--- src/rtl/avr_dmem_arbiter_if.sv ---
// avr_dmem_arbiter_if: CPU, DMA and data-memory bus bundle for the data-memory arbiter.
interface avr_dmem_arbiter_if #(parameter int ADDR_W = 9);
  logic              cpu_req;
  logic              cpu_we;
  logic [15:0]       cpu_addr;
  logic [7:0]        cpu_wdata;
  logic [7:0]        cpu_rdata;
  logic              cpu_stall;
  logic              dma_req;
  logic              dma_we;
  logic [15:0]       dma_addr;
  logic [7:0]        dma_wdata;
  logic              dma_gnt;
  logic              dma_rvalid;
  logic [7:0]        dma_rdata;
  logic [ADDR_W-1:0] mem_addr;
  logic              mem_we;
  logic [7:0]        mem_wdata;
  logic [7:0]        mem_rdata;
  modport slave (
    input  cpu_req, cpu_we, cpu_addr, cpu_wdata, dma_req, dma_we, dma_addr, dma_wdata, mem_rdata,
    output cpu_rdata, cpu_stall, dma_gnt, dma_rvalid, dma_rdata, mem_addr, mem_we, mem_wdata
  );
  modport master (
    output cpu_req, cpu_we, cpu_addr, cpu_wdata, dma_req, dma_we, dma_addr, dma_wdata, mem_rdata,
    input  cpu_rdata, cpu_stall, dma_gnt, dma_rvalid, dma_rdata, mem_addr, mem_we, mem_wdata
  );
endinterface

--- src/rtl/avr_dmem_arbiter.sv ---
// avr_dmem_arbiter: shares single-port data memory between the CPU and a DMA master, CPU priority.
// Optional DMA starvation guard enabled by defining DMEM_ARB_FAIR_EN.
module avr_dmem_arbiter #(
  parameter int ADDR_W       = 9,
  parameter int STARVE_LIMIT = 4
) (
  input logic               clk_i,
  input logic               rst_i,
  avr_dmem_arbiter_if.slave bus
);
  typedef enum logic [1:0] {OWN_NONE, OWN_CPU, OWN_DMA} owner_e;
  owner_e      own_q, own_d;
  logic        oor_q, oor_d;
  logic        cpu_gnt, dma_gnt, force_dma, g_we, g_oor;
  logic [15:0] g_addr;
  if (STARVE_LIMIT < 1 || STARVE_LIMIT > 15) begin : g_bad_limit
    $error("STARVE_LIMIT must be in 1..15");
  end
  always_comb begin
    cpu_gnt = bus.cpu_req & ~(bus.dma_req & force_dma);
    dma_gnt = bus.dma_req & ~cpu_gnt;
    g_addr  = cpu_gnt ? bus.cpu_addr : dma_gnt ? bus.dma_addr : 16'h0000;
    g_we    = cpu_gnt ? bus.cpu_we : dma_gnt & bus.dma_we;
    g_oor   = |g_addr[15:ADDR_W];
    own_d   = (cpu_gnt & ~bus.cpu_we) ? OWN_CPU : (dma_gnt & ~bus.dma_we) ? OWN_DMA : OWN_NONE;
    oor_d   = (own_d != OWN_NONE) & g_oor;
  end
  assign bus.mem_addr   = g_addr[ADDR_W-1:0];
  assign bus.mem_we     = g_we & ~g_oor;
  assign bus.mem_wdata  = cpu_gnt ? bus.cpu_wdata : dma_gnt ? bus.dma_wdata : 8'h00;
  assign bus.cpu_stall  = bus.cpu_req & ~cpu_gnt;
  assign bus.dma_gnt    = dma_gnt;
  // Out-of-range reads keep their owner so the DMA still sees a valid pulse, but data is zeroed.
  assign bus.cpu_rdata  = (own_q == OWN_CPU && !oor_q) ? bus.mem_rdata : 8'h00;
  assign bus.dma_rvalid = own_q == OWN_DMA;
  assign bus.dma_rdata  = (own_q == OWN_DMA && !oor_q) ? bus.mem_rdata : 8'h00;
  always_ff @(posedge clk_i or posedge rst_i) begin
    if (rst_i) begin
      own_q <= OWN_NONE;
      oor_q <= 1'b0;
    end else begin
      own_q <= own_d;
      oor_q <= oor_d;
    end
  end
`ifdef DMEM_ARB_FAIR_EN
  logic [3:0] cnt_q, cnt_d;
  assign force_dma = cnt_q == 4'(STARVE_LIMIT);
  assign cnt_d     = (~bus.dma_req | dma_gnt) ? 4'd0 : force_dma ? cnt_q : cnt_q + 4'd1;
  always_ff @(posedge clk_i or posedge rst_i) begin
    if (rst_i) cnt_q <= 4'd0;
    else cnt_q <= cnt_d;
  end
`else
  assign force_dma = 1'b0;
`endif
endmodule

--- src/flat_wrapper.sv ---
// flat-port wrapper written by rule: the top's interface ports become plain ports
module avr_dmem_arbiter_flat 
#(
  parameter int ADDR_W       = 9,
  parameter int STARVE_LIMIT = 4
)
  (clk_i, rst_i, bus_cpu_req, bus_cpu_we, bus_cpu_addr, bus_cpu_wdata, bus_dma_req, bus_dma_we, bus_dma_addr, bus_dma_wdata, bus_mem_rdata, bus_cpu_rdata, bus_cpu_stall, bus_dma_gnt, bus_dma_rvalid, bus_dma_rdata, bus_mem_addr, bus_mem_we, bus_mem_wdata);
  avr_dmem_arbiter_if #(.ADDR_W(ADDR_W)) bus_i ();
  input logic clk_i;
  input logic rst_i;
  input wire logic [$bits(bus_i.cpu_req)-1:0] bus_cpu_req;
  input wire logic [$bits(bus_i.cpu_we)-1:0] bus_cpu_we;
  input wire logic [$bits(bus_i.cpu_addr)-1:0] bus_cpu_addr;
  input wire logic [$bits(bus_i.cpu_wdata)-1:0] bus_cpu_wdata;
  input wire logic [$bits(bus_i.dma_req)-1:0] bus_dma_req;
  input wire logic [$bits(bus_i.dma_we)-1:0] bus_dma_we;
  input wire logic [$bits(bus_i.dma_addr)-1:0] bus_dma_addr;
  input wire logic [$bits(bus_i.dma_wdata)-1:0] bus_dma_wdata;
  input wire logic [$bits(bus_i.mem_rdata)-1:0] bus_mem_rdata;
  output wire logic [$bits(bus_i.cpu_rdata)-1:0] bus_cpu_rdata;
  output wire logic [$bits(bus_i.cpu_stall)-1:0] bus_cpu_stall;
  output wire logic [$bits(bus_i.dma_gnt)-1:0] bus_dma_gnt;
  output wire logic [$bits(bus_i.dma_rvalid)-1:0] bus_dma_rvalid;
  output wire logic [$bits(bus_i.dma_rdata)-1:0] bus_dma_rdata;
  output wire logic [$bits(bus_i.mem_addr)-1:0] bus_mem_addr;
  output wire logic [$bits(bus_i.mem_we)-1:0] bus_mem_we;
  output wire logic [$bits(bus_i.mem_wdata)-1:0] bus_mem_wdata;
  assign bus_i.cpu_req = bus_cpu_req;
  assign bus_i.cpu_we = bus_cpu_we;
  assign bus_i.cpu_addr = bus_cpu_addr;
  assign bus_i.cpu_wdata = bus_cpu_wdata;
  assign bus_i.dma_req = bus_dma_req;
  assign bus_i.dma_we = bus_dma_we;
  assign bus_i.dma_addr = bus_dma_addr;
  assign bus_i.dma_wdata = bus_dma_wdata;
  assign bus_i.mem_rdata = bus_mem_rdata;
  assign bus_cpu_rdata = bus_i.cpu_rdata;
  assign bus_cpu_stall = bus_i.cpu_stall;
  assign bus_dma_gnt = bus_i.dma_gnt;
  assign bus_dma_rvalid = bus_i.dma_rvalid;
  assign bus_dma_rdata = bus_i.dma_rdata;
  assign bus_mem_addr = bus_i.mem_addr;
  assign bus_mem_we = bus_i.mem_we;
  assign bus_mem_wdata = bus_i.mem_wdata;
  avr_dmem_arbiter #(.ADDR_W(ADDR_W), .STARVE_LIMIT(STARVE_LIMIT)) u_core (.clk_i(clk_i), .rst_i(rst_i), .bus(bus_i));
endmodule
--- config.mk ---
export PLATFORM = sky130hd
export DESIGN_NAME = avr_dmem_arbiter_flat
export DESIGN_NICKNAME = d
export VERILOG_FILES = /design/src/rtl/avr_dmem_arbiter_if.sv /design/src/rtl/avr_dmem_arbiter.sv /design/src/flat_wrapper.sv
export SDC_FILE = /design/constraint.sdc
export NUM_CORES = 1
export LEC_CHECK = 0
export ABC_AREA = 1
export BUFFER_PORTS_ARGS = -buffer_cell sky130_fd_sc_hd__buf_2
export CAP_MARGIN = 5
export CELL_PAD_IN_SITES_DETAIL_PLACEMENT = 0
export CELL_PAD_IN_SITES_GLOBAL_PLACEMENT = 2
export CORE_ASPECT_RATIO = 0.5
export CORE_UTILIZATION = 10
export CTS_BUF_LIST = sky130_fd_sc_hd__clkbuf_8 sky130_fd_sc_hd__clkbuf_16
export DETAILED_ROUTE_END_ITERATION = 7
export PLACE_DENSITY = 0.85
export SYNTH_ARGS = -nofsm -noshare
export SYNTH_HDL_FRONTEND = slang
export SYNTH_SLANG_ARGS = --single-unit
--- constraint.sdc ---
create_clock -name clk_i -period 0.99 [get_ports clk_i]
set_clock_uncertainty 0.1 [all_clocks]
set_input_delay 0.198 -clock clk_i [delete_from_list [all_inputs] [get_ports clk_i]]
set_output_delay 0.198 -clock clk_i [all_outputs]
set_load 0.1 [all_outputs]
Word-level counts from Yosys, hierarchy flattened. Cells that the tools add are included.

Register bits: 3. Bits of input ports: 62. Output and inout bits: 37. Word-level logic and storage cells: 28.

Equality and inequality tests: 2. Multiplexer cells: 9. Bitwise logic cells: 10. Reduce and logical (&&, ||, !) cells: 5.

Operators by type and width (number): 16-bit 2-to-1 mux (2); 8-bit 2-to-1 mux (4); 7-bit OR reduction (1); 1-bit bitwise AND (6); 2-bit 2-to-1 mux (2); 1-bit NOT (4); 2-bit by 1-bit equality test with 1-bit output (second input constant) (1); 2-bit equality test (second input constant) (1); 1-bit logical AND (2); 2-bit nonzero test (1); 1-bit zero test (1); 1-bit 2-to-1 mux (1).

Longest topological paths before layout.
Depth after elaboration: 7. Depth in mapped cells: 7. Depth with buffers taken out: 6.

Least setup slack after synthesis. OpenSTA, ideal clock, no wires.

Path kind: flip-flop to output port. Start: register u_core.own_q[0]. End: output bus_dma_rdata[0]. Arrival: 3.458 ns. Required time: 0.692 ns. Setup slack: -2.766 ns. Stages on the path, launching flop included: 4. Buffers on the path: 0. Cell sequence: dfrtp_1 > nor2_1 > nand2_1 > nor2_1.

Longest elaborated chain between the ends: 3.

Ends and longest elaborated chain: start: declaration (RTL line avr_dmem_arbiter.sv:12) `owner_e own_q, own_d;`; start signal: assignment (RTL line avr_dmem_arbiter.sv:42) `own_q <= own_d;`; 2-bit equality test; net bus_dma_rvalid (RTL line flat_wrapper.sv:23) `output wire logic [$bits(bus_i.dma_rvalid)-1:0] bus_dma_rvalid;`; 1-bit logical AND (RTL line avr_dmem_arbiter.sv:36) `assign bus.dma_rdata = (own_q == OWN_DMA && !oor_q) ? bus.mem_rdata : 8'h00;`; 8-bit 2-to-1 mux (RTL line avr_dmem_arbiter.sv:36); end: declaration (RTL line flat_wrapper.sv:24) `output wire logic [$bits(bus_i.dma_rdata)-1:0] bus_dma_rdata;`.

The timed path passes the listed nets, and every way through them passes these cells.

Worst setup path in the final report.
Start: register u_core.own_q[0]. End: output bus_dma_rdata[0].

Longest elaborated chain between the ends: 3.

Ends and longest elaborated chain (RTL line): 2-bit equality test (avr_dmem_arbiter.sv:36); 1-bit logical AND (avr_dmem_arbiter.sv:36); 8-bit 2-to-1 mux (avr_dmem_arbiter.sv:36).

No other way between the ends.

==> summary.md <==
| Metric | Value |
|---|---|
| Cell types with the highest counts after synthesis | `sky130_fd_sc_hd__nor2_1 (27), sky130_fd_sc_hd__a22o_1 (17), sky130_fd_sc_hd__inv_1 (16), sky130_fd_sc_hd__nand2_1 (12), sky130_fd_sc_hd__dfrtp_1 (3)` |
| Final wirelength | `3.055 mm` |
| Wire length of the first global-routing pass | `4.740 mm` |
| Switching share of power | `49.18%` |
| Total global routing overflow | `0` |
| Fin. Hold Viols | `0` |
| Failing checks | `setup timing` |
| Routed wire per std cell | `11.15 microns` |
| Number of enable flip-flop cells after synthesis | `0` |
| # rows | `18` |
| Clock transition at the registers of the reported paths | `30 ps` |
| Share of power burned in registers | `6.7%` |
| Top fanout value on the critical path | `8` |
| Final period demand of the worst path | `1542 ps` |
| Library cell with the largest summed area after synthesis | `sky130_fd_sc_hd__a22o_1` |
| Remaining number of nets flagged by the antenna check after routing | `0` |
| Flip-flop cell with the highest count after synthesis | `sky130_fd_sc_hd__dfrtp_1` |
| Fin. max-slew vios | `0` |
| Required time at the worst-slack endpoint | `690 ps` |
| Share of final-layout standard cells stronger than drive strength 1 | `84.80%` |
| Fillcell total | `469` |
| Number of antenna violations at the first check in global routing | `0` |
| H-tree depth | `1` |
| Via count of the first global-routing pass | `1071` |
| Clk pwr share | `17.2%` |
| Setup slack of the critical path after layout | `-551.7 ps` |
| Cell leakage power | `1.098 nW` |
| Most frequently used cell type in the post-synthesis netlist | `sky130_fd_sc_hd__nor2_1` |
| Via density per instance | `3.792` |
| Placer Congestion | `0.6579` |
| HPWL reported at the end of detailed placement | `2.362 mm` |
| Post-layout util | `46.08%` |
| Number of diodes | `0` |
| DIE AREA | `5554 sq um` |
| Critical path class | `register to primary output` |
| Fmax | `648.7 MHz` |
| Data arrival time at the worst-slack endpoint | `1240 ps` |
| Initial core utilization | `10.53%` |
| Internal Dissipation | `1.021 mW` |
| Initial DRC Count | `8` |
| Dominant cells by area after synthesis | `sky130_fd_sc_hd__a22o_1 (28%), sky130_fd_sc_hd__nor2_1 (19%), sky130_fd_sc_hd__dfrtp_1 (14%), sky130_fd_sc_hd__inv_1 (11%), sky130_fd_sc_hd__nand2_1 (8.6%)` |
| Power density of the placed cells | `876.0 nW/um^2` |
| Net Count, Synth | `149` |
| Type of the tightest min-delay check | `input pin to register` |
| Final setup violating endpoints | `37` |
| Final hold slack | `160.3 ps` |
| Register bit total from synthesis | `3` |
| Combinational cell fraction of total power | `76.1%` |
| Distinct cell type count of the synthesized netlist | `15` |
| Iteration count of the initial detailed-routing pass | `3` |
| Post-synthesis cell area | `524.3 sq um` |
| Synth warnings | `0` |
| Number of CTS-inserted buffers | `3` |
| Area Growth Syn to Fin | `337.5%` |
| Setup slack after placement | `-404.1 ps` |
| Portion of the post-synthesis area used by sequential elements | `14.32%` |
| TNS Setup | `-15650 ps` |
| DIE WIDTH | `104.4 microns` |
| Capturing element type of the critical path | `primary output` |
| Period utilisation layout | `155.7%` |
| Maximum count of clock buffers along a single path | `2` |
| Count of vias placed by the detailed router | `1039` |
| Post-synthesis average cell area | `6.026 sq um` |
| Count of buffers inserted at the top-level ports | `97` |
| Global routing usage summed across all routing layers | `11.18%` |
| Pin count of the biggest net entering global routing | `10` |
| Area share of the largest cell type after synthesis | `28.40%` |
| Reported net switching power | `0.9881 mW` |
| Die Y-Extent | `53.20 microns` |
| Unrepaired setup endpoints after global routing | `yes` |
| TritonCTS clock tree | `built` |
| Share of flip-flops with an asynchronous set or reset after synthesis | `100.0%` |
| Final nets | `267` |
| Placeable core region | `4977 sq um` |
| Top-level port count | `99` |
| Status | `finished with violations` |
| Count of mapped cells out of synthesis | `87` |
| Sum of internal, switching and leakage power | `2.009 mW` |
| Kind of launch point of the worst setup path | `register` |
| Number of remaining DRC errors | `0` |
| Max-capacitance violation count | `0` |
| Number of clock sinks | `3` |
| VDD IR max | `356.1 uV` |
| Buffer cell driving the clock tree root | `sky130_fd_sc_hd__clkbuf_8` |
## stage by stage
| step | area, sq um | cells |
|---|---|---|
| 2_1_floorplan | 860.8 | 87 |
| 3_3_place_gp | 2039 | 260 |
| 3_5_place_dp | 2039 | 260 |
| 4_1_cts | 2327 | 276 |
| 5_1_grt | 2293 | 274 |
| 6_report | 2293 | 274 |
## flip-flops by register name (all words and copies together) (netlist names)
register,flops
u_core.oor_q,1
u_core.own_q,2
## layer usage
layer / part of all wire, % / GRT usage (%) / vias up
li1: - / - / 513
met1: 36 / 12.06 / 477
met2: 58 / 22.74 / 43
met3: 4.4 / 0.9852 / 6
met4: 1.9 / 5.714 / 0
met5: 0 / 0 / -
## final cells by class
class	count	area, sq um	area share [%]
clock buffer	3	41.29	1.800
tap	70	87.58	3.819
clock inverter	1	3.754	0.1637
multi-input combinational	62	708.2	30.88
timing repair buffer	118	1301	56.74
sequential	3	75.07	3.273
inverter	17	76.32	3.328
## placed cells by master (no fill, tap or decap), types with 2 or more instances in the layout
cell,Yosys,final
sky130_fd_sc_hd__buf_4,1,7
sky130_fd_sc_hd__nor2_1,27,8
sky130_fd_sc_hd__nand2_1,12,4
sky130_fd_sc_hd__inv_1,16,14
sky130_fd_sc_hd__buf_6,2,8
sky130_fd_sc_hd__a22o_4,0,17
sky130_fd_sc_hd__nand2_4,0,5
sky130_fd_sc_hd__clkbuf_8,0,3
sky130_fd_sc_hd__nor2_2,0,2
sky130_fd_sc_hd__inv_2,1,3
sky130_fd_sc_hd__buf_12,0,39
sky130_fd_sc_hd__buf_2,2,59
sky130_fd_sc_hd__nor2_4,1,18
sky130_fd_sc_hd__buf_8,0,3
sky130_fd_sc_hd__nand2_2,0,2
sky130_fd_sc_hd__dfrtp_1,3,3
## cell families (layout without fill, tap and decap cells)
logic type             Yosys count  count (layout)  share of synthesized area (%)
and+or+nand+nor                 42              42                          32.93
other                            1               1                         0.7153
buffers and inverters           22             139                          19.81
DFF                              3               3                          14.32
AOI/OAI and AO/OA               19              19                          32.22
## path summary, 6_finish.rpt
check                                          start                         to  slack (ps)  cells after the start
setup / recovery           u_core.own_q[0]$_DFF_PP0_           bus_dma_rdata[0]        -550                      4
hold / removal                            bus_cpu_we  u_core.own_q[0]$_DFF_PP0_         160                      3
max in group asynchronous                      rst_i  u_core.own_q[1]$_DFF_PP0_         380                      3
min in group asynchronous                      rst_i     u_core.oor_q$_DFF_PP0_         290                      3
## critical path: stages (launching register included)
cell	delay, ps
sky130_fd_sc_hd__dfrtp_1	400
sky130_fd_sc_hd__nor2_4	160
sky130_fd_sc_hd__nand2_8	130
sky130_fd_sc_hd__nor2_4	150
sky130_fd_sc_hd__buf_12	180
## repair_timing
item / CTS / global route
pin swaps: 10 / 9
setup buffers: 7 / 3
hold endpoints to repair: 3 / 0
setup endpoints to repair: 36 / 37
resized for setup: 25 / 14
hold buffers: 1 / 0
gates cloned: 4 / 0
## power groups by stage
stage	logic [mW]	clock network (mW)	registers [mW]
after floorplan	0.881	0	0.135
after global placement	1.42	0	0.135
after detailed placement	1.43	0	0.136
after CTS	1.55	0.356	0.135
after global routing	1.58	0.365	0.136
final	1.53	0.346	0.135
Power figures use the tool's default switching activity.
